### config.mk
export PLATFORM = sky130hd
export DESIGN_NAME = interrupt_controller
export DESIGN_NICKNAME = d
export VERILOG_FILES = /design/src/rtl/intc_pkg.sv /design/src/rtl/irq_edge_detect.sv /design/src/rtl/interrupt_controller.sv
export SDC_FILE = /design/constraint.sdc
export NUM_CORES = 1
export LEC_CHECK = 0
export BUFFER_PORTS_ARGS = -buffer_cell sky130_fd_sc_hd__buf_2
export CAP_MARGIN = 0
export CORE_MARGIN = 2
export CORE_UTILIZATION = 35
export CTS_CLUSTER_DIAMETER = 80
export DETAILED_ROUTE_END_ITERATION = 7
export GPL_TIMING_DRIVEN = 0
export PLACE_DENSITY = 0.51
export REMOVE_ABC_BUFFERS = 1
export SLEW_MARGIN = 20
export SYNTH_ARGS = -nofsm -noshare
export SYNTH_HDL_FRONTEND = slang
export SYNTH_HIERARCHICAL = 1
export SYNTH_SLANG_ARGS = --single-unit
### constraint.sdc
create_clock -name clock -period 3.2 [get_ports clock]
set_clock_uncertainty 0.1 [all_clocks]
set_input_delay 0.64 -clock clock [delete_from_list [all_inputs] [get_ports clock]]
set_output_delay 0.64 -clock clock [all_outputs]
set_load 0.01 [all_outputs]
### src/rtl/intc_pkg.sv
// Shared constants for the interrupt controller: register offsets, FSM states
// and the lowest-index priority picker.
package intc_pkg;

    localparam int MAX_IRQ = 4;

    localparam logic [2:0] OFF_INT_EN  = 3'd0;
    localparam logic [2:0] OFF_PENDING = 3'd1;
    localparam logic [2:0] OFF_EOI     = 3'd2;
    localparam logic [2:0] OFF_ACTIVE  = 3'd3;
    localparam logic [2:0] OFF_VEC0    = 3'd4;

    typedef enum logic {
        IDLE    = 1'b0,
        SERVICE = 1'b1
    } intc_state_e;

    function automatic logic [1:0] lowest_idx(input logic [MAX_IRQ-1:0] v);
        logic [1:0] idx;
        idx = 2'd0;
        for (int i = MAX_IRQ - 1; i >= 0; i--) begin
            if (v[i]) idx = 2'(i);
        end
        return idx;
    endfunction

endpackage

### src/rtl/irq_edge_detect.sv
// Rising-edge pulse for one interrupt line. Define INTC_IRQ_SYNC_EN to insert a
// two-flop synchroniser ahead of the edge detector for asynchronous sources.
module irq_edge_detect (
    input  logic i_clock,
    input  logic i_reset_n,
    input  logic i_irq,
    output logic o_rise
);

    logic w_line;
    logic r_prev;

`ifdef INTC_IRQ_SYNC_EN
    logic r_sync1;
    logic r_sync2;

    always_ff @(posedge i_clock) begin
        if (!i_reset_n) begin
            r_sync1 <= 1'b0;
            r_sync2 <= 1'b0;
        end else begin
            r_sync1 <= i_irq;
            r_sync2 <= r_sync1;
        end
    end

    assign w_line = r_sync2;
`else
    assign w_line = i_irq;
`endif

    always_ff @(posedge i_clock) begin
        if (!i_reset_n) begin
            r_prev <= 1'b0;
        end else begin
            r_prev <= w_line;
        end
    end

    assign o_rise = w_line & ~r_prev;

endmodule

### src/rtl/interrupt_controller.sv
// Memory-mapped, non-nesting interrupt controller: latches irq edges, masks,
// prioritises (lowest index wins) and issues one request per EOI. INTC_IRQ_SYNC_EN
// adds input synchronisers.
module interrupt_controller
    import intc_pkg::*;
#(
    parameter int         NUM_IRQ = 4,
    parameter logic [7:0] BASE    = 8'hF0
) (
    input  logic               clock,
    input  logic               reset_n,
    input  logic [NUM_IRQ-1:0] irq,
    input  logic [7:0]         addr,
    input  logic [7:0]         w_data,
    input  logic               w_en,
    output logic [7:0]         r_data,
    output logic               int_req,
    output logic [7:0]         int_en,
    output logic [7:0]         int_vec
);

    localparam logic [7:0] EN_MASK = 8'((1 << (NUM_IRQ + 1)) - 1);

    logic [7:0]         w_off;
    logic               w_in_win;
    logic [2:0]         w_reg;
    logic               w_wr;
    logic [NUM_IRQ-1:0] w_rise;
    logic [MAX_IRQ-1:0] w_elig;
    logic [1:0]         w_winner;
    logic               w_issue;
    logic [NUM_IRQ-1:0] w_pending_d;

    logic [7:0]         r_int_en;
    logic [NUM_IRQ-1:0] r_pending;
    logic               r_act_valid;
    logic [1:0]         r_act_id;
    logic [7:0]         r_vec [MAX_IRQ];
    logic               r_int_req;
    logic [7:0]         r_int_vec;
    intc_state_e        r_state;

    for (genvar g = 0; g < NUM_IRQ; g++) begin : g_edge
        irq_edge_detect u_edge (
            .i_clock   (clock),
            .i_reset_n (reset_n),
            .i_irq     (irq[g]),
            .o_rise    (w_rise[g])
        );
    end

    // Window test by subtraction so BASE need not be 8-byte aligned.
    assign w_off    = addr - BASE;
    assign w_in_win = (w_off[7:3] == 5'd0);
    assign w_reg    = w_off[2:0];
    assign w_wr     = w_en & w_in_win;

    always_comb begin
        w_elig = '0;
        for (int i = 0; i < NUM_IRQ; i++) begin
            w_elig[i] = r_pending[i] & r_int_en[i+1] & r_int_en[0];
        end
    end

    assign w_winner = lowest_idx(w_elig);
    assign w_issue  = (r_state == IDLE) && (w_elig != '0);

    // A fresh edge overrides both software clear and issue clear.
    always_comb begin
        w_pending_d = r_pending;
        for (int i = 0; i < NUM_IRQ; i++) begin
            if (w_wr && (w_reg == OFF_PENDING) && w_data[i]) w_pending_d[i] = 1'b0;
            if (w_issue && (w_winner == 2'(i))) w_pending_d[i] = 1'b0;
            if (w_rise[i]) w_pending_d[i] = 1'b1;
        end
    end

    always_ff @(posedge clock) begin
        if (!reset_n) begin
            r_int_en  <= 8'h00;
            r_pending <= '0;
            for (int i = 0; i < MAX_IRQ; i++) r_vec[i] <= 8'h00;
        end else begin
            r_pending <= w_pending_d;
            if (w_wr && (w_reg == OFF_INT_EN)) r_int_en <= w_data & EN_MASK;
            if (w_wr && w_reg[2] && (int'(w_reg[1:0]) < NUM_IRQ)) begin
                r_vec[w_reg[1:0]] <= w_data;
            end
        end
    end

    always_ff @(posedge clock) begin
        if (!reset_n) begin
            r_state     <= IDLE;
            r_int_req   <= 1'b0;
            r_int_vec   <= 8'h00;
            r_act_valid <= 1'b0;
            r_act_id    <= 2'd0;
        end else begin
            r_int_req <= 1'b0;
            unique case (r_state)
                IDLE: begin
                    if (w_issue) begin
                        r_int_req   <= 1'b1;
                        r_int_vec   <= r_vec[w_winner];
                        r_act_valid <= 1'b1;
                        r_act_id    <= w_winner;
                        r_state     <= SERVICE;
                    end
                end
                SERVICE: begin
                    if (w_wr && (w_reg == OFF_EOI)) begin
                        r_act_valid <= 1'b0;
                        r_state     <= IDLE;
                    end
                end
                default: r_state <= IDLE;
            endcase
        end
    end

    always_comb begin
        r_data = 8'h00;
        if (w_in_win) begin
            case (w_reg)
                OFF_INT_EN:  r_data = r_int_en;
                OFF_PENDING: r_data = 8'(r_pending);
                OFF_ACTIVE:  r_data = {r_act_valid, 5'b00000, r_act_id};
                default: begin
                    if (w_reg[2]) r_data = r_vec[w_reg[1:0]];
                end
            endcase
        end
    end

    assign int_req = r_int_req;
    assign int_en  = r_int_en;
    assign int_vec = r_int_vec;

endmodule

==> metrics.csv, run 1 <==
stage;metric;value;unit
setup_path;regToRegSetupSlack;1.04;ns
setup_path;required;2.46;ns
power;p_switching;0.394;mW
power;p_seq_share;50.3;%
yosys;ys_types;44;
clock_tree;cts_setup_buffers;0;
grt;grt_start_max_net_pins;33;
grt;gr-total-overflow;0;
timing;period_needed;2.89;ns
layout;drive_gt1_share;23.8;%
setup_path;cp_max_fo;6;
timing;finalSetupViolCount;0;
place;hpwl;5.68;mm
worst_hold_path;hold_end;int_vec[4]$_SDFFE_PN0P_;
worst_hold_path;hold_depth;1;
grt;antenna_found_initial;0;
worst_hold_path;hp-class;reg -> reg;
drt;wl_per_cell;18.6;µm
power;powerDensity;468;mW/mm²
layout;area_growth;15.9;%
drt;drc;0;
clock_tree;clockBufferDepth;2;
power;p_sw_share;23.8;%
run;drv_cap;0;
die;ios;48;
layout;multi_input_area;0.00147;mm²
timing;hold_viol_final;0;
layout;diodes;0;
yosys;yosys_most_used_dff;edfxtp_1;
drt;drt-initial-drc-count;156;
layout;nFillCells;874;
setup_path;reg2reg_to;int_vec[0]$_SDFFE_PN0P_;
yosys;synth.top_cell.area_share;31.5;%
clock_tree;ctsResizeCount;0;
grt;grt_pass1_wl;12.7;mm
timing;slew_headroom;26.0;%
power;combPwrFrac;7.5;%
die;fp.dieW;97.4;µm
drt;drt-total-wl;8.19;mm
die;num_rows;34;
setup_path;end_kind;output pin;
timing;worstMarginPinSlew;1.11;ns
yosys;async_reset_ff_share;0;%
setup_path;arrival;2.15;ns
run_status;status;finished clean;
drt;via_per_inst;5.42;
timing;slew_viol_final;0;
place;port_buffers;44;
layout;nNetsFinal;351;
timing;rsz0062_at_grt;false;
clock_tree;cts-root-buf;clkbuf_8;
yosys;synth_area_per_cell;10.5;µm²
die;initial_core_util;35.5;%
yosys;synth_top_area_cell;edfxtp_1;
grt;grt_pass1_vias;2282;
yosys;synth_warnings;6;
drt;route.vias.total;2383;
setup_path;startpoint_type;input port;
place;gp_congestion;0.862;
drt;ant_nets;0;
power;peakVddDrop;0.171;mV
clock_tree;cts_tree;built;
layout;layout.cells.most_common;buf_2;
yosys;syn_area;0.00305;mm²
clock_tree;postCtsHoldBufs;0;
timing;max_freq;346;MHz
yosys;ys_top_cells_by_area;edfxtp_1 31%, dfxtp_1 17%, mux4_2 5.2%, and3_1 5.1%, nand2_1 4.7%;
worst_hold_path;worstHoldStart;int_vec[4]$_SDFFE_PN0P_;
yosys;synth.ff_latch_count;58;
power;intPower;1.26;mW
clock_tree;path_clk_slew;0.07;ns
power;clkPwrFrac;42.2;%
yosys;yosysSeqAreaShare;48.5;%
setup_path;r2r-start;int_en[4]$_SDFFE_PN0P_;
timing;period_share;90.2;%
clock_tree;cts_sinks;58;
clock_tree;cts-buffers-inserted;9;
clock_tree;cts_max_level;3;
power;p_leak;1.46;nW
yosys;netlist_instances;290;
layout;ff_latch_area;0.00148;mm²
layout;final_cell_mix;44 x buf_2, 38 x nand2_1, 32 x edfxtp_1;
die;core;0.00859;mm²
setup_path;crit_type;in -> out;
die;die_y;97.4;µm
clock_tree;worstSkewPairLatency;0.34;ns
yosys;synth_edf_count;32;
grt;grt_usage;17.8;%
die;die-area;0.00949;mm²
drt;first_pass_iters;4;
timing;tns;0;ns
power;finalPower;1.65;mW
setup_path;ff2ff_path_depth;4;
==> worst max-delay path: stages <==
cell      delay, ns
buf_2          0.11
ha_1           0.28
nor2_1         0.08
nand3_1        0.22
or2_2          0.46
a211oi_1       0.19
buf_2          0.16
==> power groups by stage <==
stage	sequential [mW]	combinational [mW]	clock (mW)
after floorplan	0.842	0.0662	0
after global placement	0.848	0.121	0
after detailed placement	0.849	0.125	0
after CTS	0.832	0.125	0.709
after global routing	0.836	0.137	0.739
final	0.833	0.124	0.698
==> registers in the layout, summed over array words and instances, names as in the netlist <==
register / flops
int_en: 5
r_act_valid: 1
r_vec: 32
g_edge.u_edge/r_prev: 4
r_state: 1
int_req: 1
r_pending: 4
r_act_id: 2
int_vec: 8
==> metal layers <==
layer	vias up	share of wire (%)	global-route usage (%)
met1	1144	45	24.1
met5	-	0	0
met3	14	5.0	2.95
met2	74	48	28.4
li1	1151	-	-
met4	0	2.1	7.16
==> synthesized netlist by cell type, types with 3 or more instances <==
library cell / instances
nor2b_4: 4
a21oi_1: 17
a32o_1: 6
edfxtp_1: 32
mux4_2: 7
a22oi_1: 4
o21ai_0: 12
nand2_1: 38
nand3_1: 12
nor2b_1: 5
o2bb2ai_1: 5
o21a_1: 7
and3_1: 25
nand2b_1: 3
mux2i_1: 10
nor3_1: 3
buf_4: 4
a31oi_1: 5
dfxtp_1: 26
clkbuf_1: 12
buf_2: 5
a221o_1: 5
and2_1: 17
nor2_1: 6
==> cell type report <==
type | instances | share of cell area [%]
Clock buffer | 11 | 4.28
Clock inverter | 5 | 1.49
Timing Repair Buffer | 46 | 6.86
Tap cell | 108 | 3.82
Inverter | 1 | 0.106
Sequential cell | 58 | 41.9
Multi-Input combinational cell | 211 | 41.6
==> stage by stage <==
step	util [%]	hold WS, ns	setup slack [ns]	instances	instance area, µm²
finish	41.2	0.366	0.314	440	3540
CTS	41.2	0.372	0.288	440	3540
floorplan	-	0.336	0.472	270	2950
global placement	38.5	0.350	-0.328	422	3300
global route	41.2	0.386	0.181	440	3540
detailed placement	38.8	0.354	0.142	424	3330
==> worst max path at each step <==
stage	from	endpoint	cells after the start
2_1_floorplan	addr[4]	r_vec[0][0]$_SDFFCE_PN0P_	6
3_3_place_gp	addr[4]	r_vec[1][7]$_SDFFCE_PN0P_	7
3_5_place_dp	addr[0]	r_vec[1][7]$_SDFFCE_PN0P_	4
4_1_cts	addr[4]	r_data[5]	7
5_1_grt	addr[4]	r_data[5]	7
6_report	addr[4]	r_data[7]	7
==> cell families (layout without fill, tap and decap cells) <==
group,Yosys count,after routing,share of synthesized area [%]
other,1,3,0.123
DFF,58,58,48.5
buffers and inverters,23,63,3.77
adders and majority gates,1,1,0.410
muxes,17,17,8.44
AOI/OAI and AO/OA,68,68,15.7
and+or+nand+nor,122,122,23.0
(Power assumes the default switching activity.)
==> run 2: changes to the inputs <==
--- a/config.mk
+++ b/config.mk
@@ -8,11 +8,11 @@
 export BUFFER_PORTS_ARGS = -buffer_cell sky130_fd_sc_hd__buf_2
 export CAP_MARGIN = 0
 export CORE_MARGIN = 2
-export CORE_UTILIZATION = 35
+export CORE_UTILIZATION = 25
 export CTS_CLUSTER_DIAMETER = 80
 export DETAILED_ROUTE_END_ITERATION = 7
 export GPL_TIMING_DRIVEN = 0
-export PLACE_DENSITY = 0.51
+export PLACE_DENSITY = 0.48
 export REMOVE_ABC_BUFFERS = 1
 export SLEW_MARGIN = 20
 export SYNTH_ARGS = -nofsm -noshare
==> run 2 against run 1 <==
Clock-buffer cell count is the same; die area is 38% higher; register-to-register slack about the same; sequential power about the same; critical path type unchanged.
==> metrics.csv, run 2 (synthesis gave the netlist of run 1 again) <==
stage;metric;value;unit
grt;grt_start_max_net_pins;33;
drt;dr_wl_met2;4.25;mm
worst_hold_path;hold_depth;1;
grt;grt_pass1_wl;13.2;mm
layout;nFillCells;1225;
die;ios;48;
layout;post-route-util;31.0;%
clock_tree;cts_max_level;3;
layout;layout.cells.most_common;buf_2;
worst_hold_path;worstHoldStart;int_vec[1]$_SDFFE_PN0P_;
timing;hold_viol_final;0;
timing;worstMarginPinSlew;1.14;ns
die;core;0.0120;mm²
timing;max_freq;335;MHz
clock_tree;worstSkewPairLatency;0.32;ns
place;port_buffers;44;
layout;drive_gt1_share;23.8;%
drt;route.vias.total;2347;
layout;diodes;0;
setup_path;reg2reg_to;int_vec[0]$_SDFFE_PN0P_;
drt;via_per_inst;4.90;
drt;first_pass_iters;4;
place;hpwl;6.11;mm
layout;final_cell_mix;44 x buf_2, 38 x nand2_1, 32 x edfxtp_1;
grt;grt_usage;13.8;%
timing;slew_headroom;23.6;%
grt;grt_pass1_vias;2282;
layout;largest-register;r_vec;
drt;wl_per_cell;18.0;µm
timing;slew_viol_final;0;
run_status;status;finished clean;
setup_path;r2r-start;int_en[2]$_SDFFE_PN0P_;
die;fp.dieW;115;µm
layout;area_growth;21.3;%
power;p_leak;1.51;nW
power;peakVddDrop;0.249;mV
clock_tree;path_clk_slew;0.05;ns
setup_path;crit_type;in -> out;
drt;drt-met1-wl;3.86;mm
timing;rsz0062_at_grt;false;
drt;top_layer_used;met4;
drt;ant_nets;0;
timing;period_share;93.4;%
timing;period_needed;2.99;ns
power;powerDensity;538;mW/mm²
setup_path;startpoint_type;input port;
drt;drt-initial-drc-count;158;
die;initial_core_util;25.5;%
die;die-area;0.0131;mm²
setup_path;end_kind;output pin;
layout;largest_register_ffs;32;
worst_hold_path;hold_end;int_vec[1]$_SDFFE_PN0P_;
drt;drt-total-wl;8.60;mm
setup_path;ff2ff_path_depth;4;
clock_tree;cts_sinks;58;
setup_path;regToRegSetupSlack;1.05;ns
die;die_y;115;µm
grt;gr-total-overflow;0;
drt;drc;0;
run;drv_cap;0;
setup_path;arrival;2.25;ns
timing;finalSetupViolCount;0;
clock_tree;cts_tree;built;
worst_hold_path;hp-class;reg -> reg;
grt;antenna_found_initial;0;
clock_tree;postCtsHoldBufs;0;
layout;nNetsFinal;351;
clock_tree;cts-buffers-inserted;9;
place;place_ws;0.173;ns
timing;tns;0;ns
clock_tree;cts-root-buf;clkbuf_16;
clock_tree;cts_setup_buffers;0;
clock_tree;clockBufferDepth;2;
clock_tree;ctsResizeCount;0;
place;gp_congestion;0.767;
timing;worst_slack;0.213;ns
die;num_rows;40;
setup_path;cp_max_fo;4;
drt;met3_length;372;µm
setup_path;required;2.46;ns
==> run 2: cell types whose count changed in the layout (fill, tap and decap cells not counted) <==
cell / previous run / this run
clkbuf_16: 0 / 9
clkinv_4: 1 / 0
clkinv_1: 1 / 0
clkbuf_1: 0 / 1
clkbuf_8: 11 / 1
bufinv_16: 1 / 2
clkinvlp_4: 0 / 1
==> run 2: critical path, stage by stage <==
cell and delay [ns]:
buf_2 0.11, ha_1 0.28, nor2_1 0.09, nand3_1 0.22, or3_1 0.49, nor2b_1 0.24, buf_2 0.18
==> run 2: report_power, final <==
part / switching, mW / leakage [nW] / internal (mW)
clock: 0.333 / 0.156 / 0.699
sequential: 0.0208 / 0.515 / 0.814
combinational: 0.0736 / 0.843 / 0.0509
==> run 2: final cells by class <==
| class | count | area [µm²] | share of cell area [%] |
|---|---|---|---|
| clock inverter | 5 | 77.6 | 2.10 |
| timing repair buffer | 46 | 243 | 6.56 |
| clock buffer | 11 | 243 | 6.56 |
| tap | 147 | 184 | 4.97 |
| sequential | 58 | 1480 | 40.0 |
| multi-input combinational | 211 | 1470 | 39.7 |
| inverter | 1 | 3.75 | 0.101 |
==> run 2: how the worst max path moves through the flow <==
| stage | start | endpoint | slack [ns] |
|---|---|---|---|
| 6_report | addr[4] | r_data[6] | 0.21 |
| 5_1_grt | addr[0] | r_data[4] | 0.07 |
| 3_3_place_gp | addr[4] | r_vec[3][3]$_DFFE_PP_ | -0.47 |
| 2_1_floorplan | addr[4] | r_vec[0][0]$_SDFFCE_PN0P_ | 0.47 |
| 4_1_cts | addr[0] | r_data[4] | 0.19 |
| 3_5_place_dp | addr[0] | r_vec[1][1]$_SDFFCE_PN0P_ | 0.17 |
==> run 2: metal layers <==
| layer | up-vias | track usage (%) |
|---|---|---|
| met1 | 1119 | 17.9 |
| met4 | 0 | 4.80 |
| met2 | 69 | 22.1 |
| met5 | - | 0 |
| li1 | 1149 | - |
| met3 | 10 | 3.60 |
==> run 2: per-stage QoR <==
stage	hold slack (ns)	area (µm²)	instances	power, mW
final	0.365	3700	479	1.99
after global routing	0.381	3700	479	2.05
after CTS	0.372	3700	479	2.01
after detailed placement	0.359	3380	463	0.975
after global placement	0.353	3350	461	0.971
after floorplan	0.336	2950	270	0.908
==> run 3: changes to the inputs <==
--- a/config.mk
+++ b/config.mk
@@ -12,7 +12,7 @@
 export CTS_CLUSTER_DIAMETER = 80
 export DETAILED_ROUTE_END_ITERATION = 7
 export GPL_TIMING_DRIVEN = 0
-export PLACE_DENSITY = 0.48
+export PLACE_DENSITY = 0.49
 export REMOVE_ABC_BUFFERS = 1
 export SLEW_MARGIN = 20
 export SYNTH_ARGS = -nofsm -noshare
==> constraint.sdc (replaced) <==
create_clock -name clock -period 2.5 [get_ports clock]
set_clock_uncertainty 0.1 [all_clocks]
set_input_delay 0.5 -clock clock [delete_from_list [all_inputs] [get_ports clock]]
set_output_delay 0.5 -clock clock [all_outputs]
set_load 0.01 [all_outputs]
==> run 3 against run 2 <==
Combinational power up 38%; clock-buffer cell count unchanged; cell area up 0.98%; worst setup slack worse by 0.14 ns; largest cell class is now multi-input combinational cells.
==> metrics.csv, run 3 (synthesis gave the netlist of run 1 again) <==
stage;metric;value;unit
run_status;status;finished clean;
drt;first_pass_iters;5;
timing;finalSetupViolCount;0;
die;fp.dieW;115;µm
run;drv_cap;0;
timing;slew_headroom;41.2;%
layout;largest-register;r_vec;
setup_path;crit_type;in -> out;
timing;period_share;97.3;%
clock_tree;cts-root-buf;clkbuf_16;
grt;antenna_found_initial;0;
setup_path;slowest_delay;0.40;ns
setup_path;worstSetupStartpoint;addr[4];
clock_tree;cts_max_level;3;
drt;drc;0;
setup_path;cpMaxStageDelayCell;or3_4;
grt;grt_pass1_vias;2453;
grt;grt_usage;14.0;%
clock_tree;clockBufferDepth;2;
setup_path;regToRegSetupSlack;0.28;ns
power;peakVddDrop;0.257;mV
setup_path;ff2ff_path_depth;4;
setup_path;arrival;1.83;ns
worst_hold_path;hold_depth;2;
grt;grt_pass1_wl;13.5;mm
layout;largest_register_ffs;32;
timing;rsz0062_at_grt;false;
power;finalPower;2.46;mW
setup_path;required;1.90;ns
layout;nFillCells;1241;
timing;period_needed;2.43;ns
timing;worstMarginPinSlew;0.880;ns
die;num_rows;40;
clock_tree;cts-buffers-inserted;9;
setup_path;reg2reg_to;int_vec[3]$_SDFFE_PN0P_;
setup_path;cp_max_fo;4;
grt;gr-total-overflow;0;
drt;via_per_inst;5.01;
grt;grt_start_max_net_pins;33;
place;gp_congestion;0.784;
timing;max_freq;411;MHz
setup_path;path_cells;buf_2, ha_1, nor3_2, a31oi_4, or3_4, nor2b_2, buf_2;
die;core;0.0120;mm²
setup_path;cpMostUsedCell;buf_2;
setup_path;crit_end;r_data[5];
die;die_y;115;µm
power;powerDensity;658;mW/mm²
timing;hold_viol_final;0;
drt;ant_nets;0;
setup_path;end_kind;output pin;
clock_tree;worstSkewPairLatency;0.33;ns
layout;area_growth;22.5;%
die;die-area;0.0131;mm²
setup_path;startpoint_type;input port;
layout;drive_gt1_share;27.0;%
drt;route.vias.total;2404;
layout;nNetsFinal;352;
layout;final_cell_mix;43 x buf_2, 38 x nand2_1, 32 x edfxtp_1;
timing;slew_viol_final;0;
clock_tree;cts_sinks;58;
layout;layout.cells.most_common;buf_2;
clock_tree;cts_tree;built;
layout;diodes;0;
setup_path;r2r-start;int_en[2]$_SDFFE_PN0P_;
worst_hold_path;hp-class;in -> reg;
power;p_leak;1.52;nW
drt;drt-initial-drc-count;162;
drt;wl_per_cell;18.5;µm
timing;tns;0;ns
clock_tree;path_clk_slew;0.05;ns
drt;drt-total-wl;8.86;mm
place;hpwl;6.14;mm
die;initial_core_util;25.5;%
die;ios;48;
place;port_buffers;44;
run 3: power breakdown:
part           total (mW)  internal [mW]  switching, mW
Sequential           1.07           1.04         0.0265
Combinational       0.172         0.0701          0.102
Clock                1.22          0.794          0.425
Total                2.46           1.91          0.554
run 3: routing by layer:
layer	vias to the layer above	track usage (%)	part of all wire, %
met5	-	0	0
met1	1159	17.3	44
met3	18	2.70	4.8
met4	0	7.32	3.2
met2	71	23.2	48
li1	1156	-	-
run 3: how the worst min path moves through the flow:
stage / start / endpoint / slack (ns)
6_report: irq[1] / g_edge[1].u_edge/r_prev$_SDFF_PN0_ / 0.29
5_1_grt: irq[1] / g_edge[1].u_edge/r_prev$_SDFF_PN0_ / 0.29
4_1_cts: irq[1] / g_edge[1].u_edge/r_prev$_SDFF_PN0_ / 0.28
3_5_place_dp: int_vec[1]$_SDFFE_PN0P_ / int_vec[1]$_SDFFE_PN0P_ / 0.36
3_3_place_gp: r_act_id[1]$_SDFFE_PN0P_ / r_act_id[1]$_SDFFE_PN0P_ / 0.35
2_1_floorplan: r_act_id[1]$_SDFFE_PN0P_ / r_act_id[1]$_SDFFE_PN0P_ / 0.34
run 3: worst max-delay path, delay by kind of cell:
kind,cells,cell delay [ns]
buf+inv,2,0.25
compound gates,1,0.09
simple gates,3,0.74
fa+ha+maj,1,0.24
run 3: what timing repair did:
| action | 4_1_cts | 5_1_grt |
|---|---|---|
| endpoints found under the setup margin | 21 | 28 |
| hold buffers | 0 | 0 |
| setup buffers | 1 | 0 |
| gates resized for setup | 10 | 3 |
| pin swaps | 2 | 4 |
run 3: cell type report:
class / instances / area [µm²] / share of cell area [%]
clock buffer: 11 / 243 / 6.49
clock inverter: 5 / 53.8 / 1.44
inverter: 1 / 3.75 / 0.100
multi-input combinational: 211 / 1520 / 40.7
sequential: 58 / 1480 / 39.6
tap: 147 / 184 / 4.92
timing repair buffer: 47 / 253 / 6.76
run 3: metrics by stage:
step	hold WS, ns	cells	setup slack, ns	cell area, µm²	utilization [%]
after floorplan	0.336	270	-0.0875	2950	-
after global placement	0.352	461	-0.995	3350	28.0
after detailed placement	0.355	463	-0.408	3380	28.3
after CTS	0.283	480	-0.00568	3720	31.1
after global routing	0.288	480	0.00138	3740	31.3
final	0.293	480	0.0678	3740	31.3
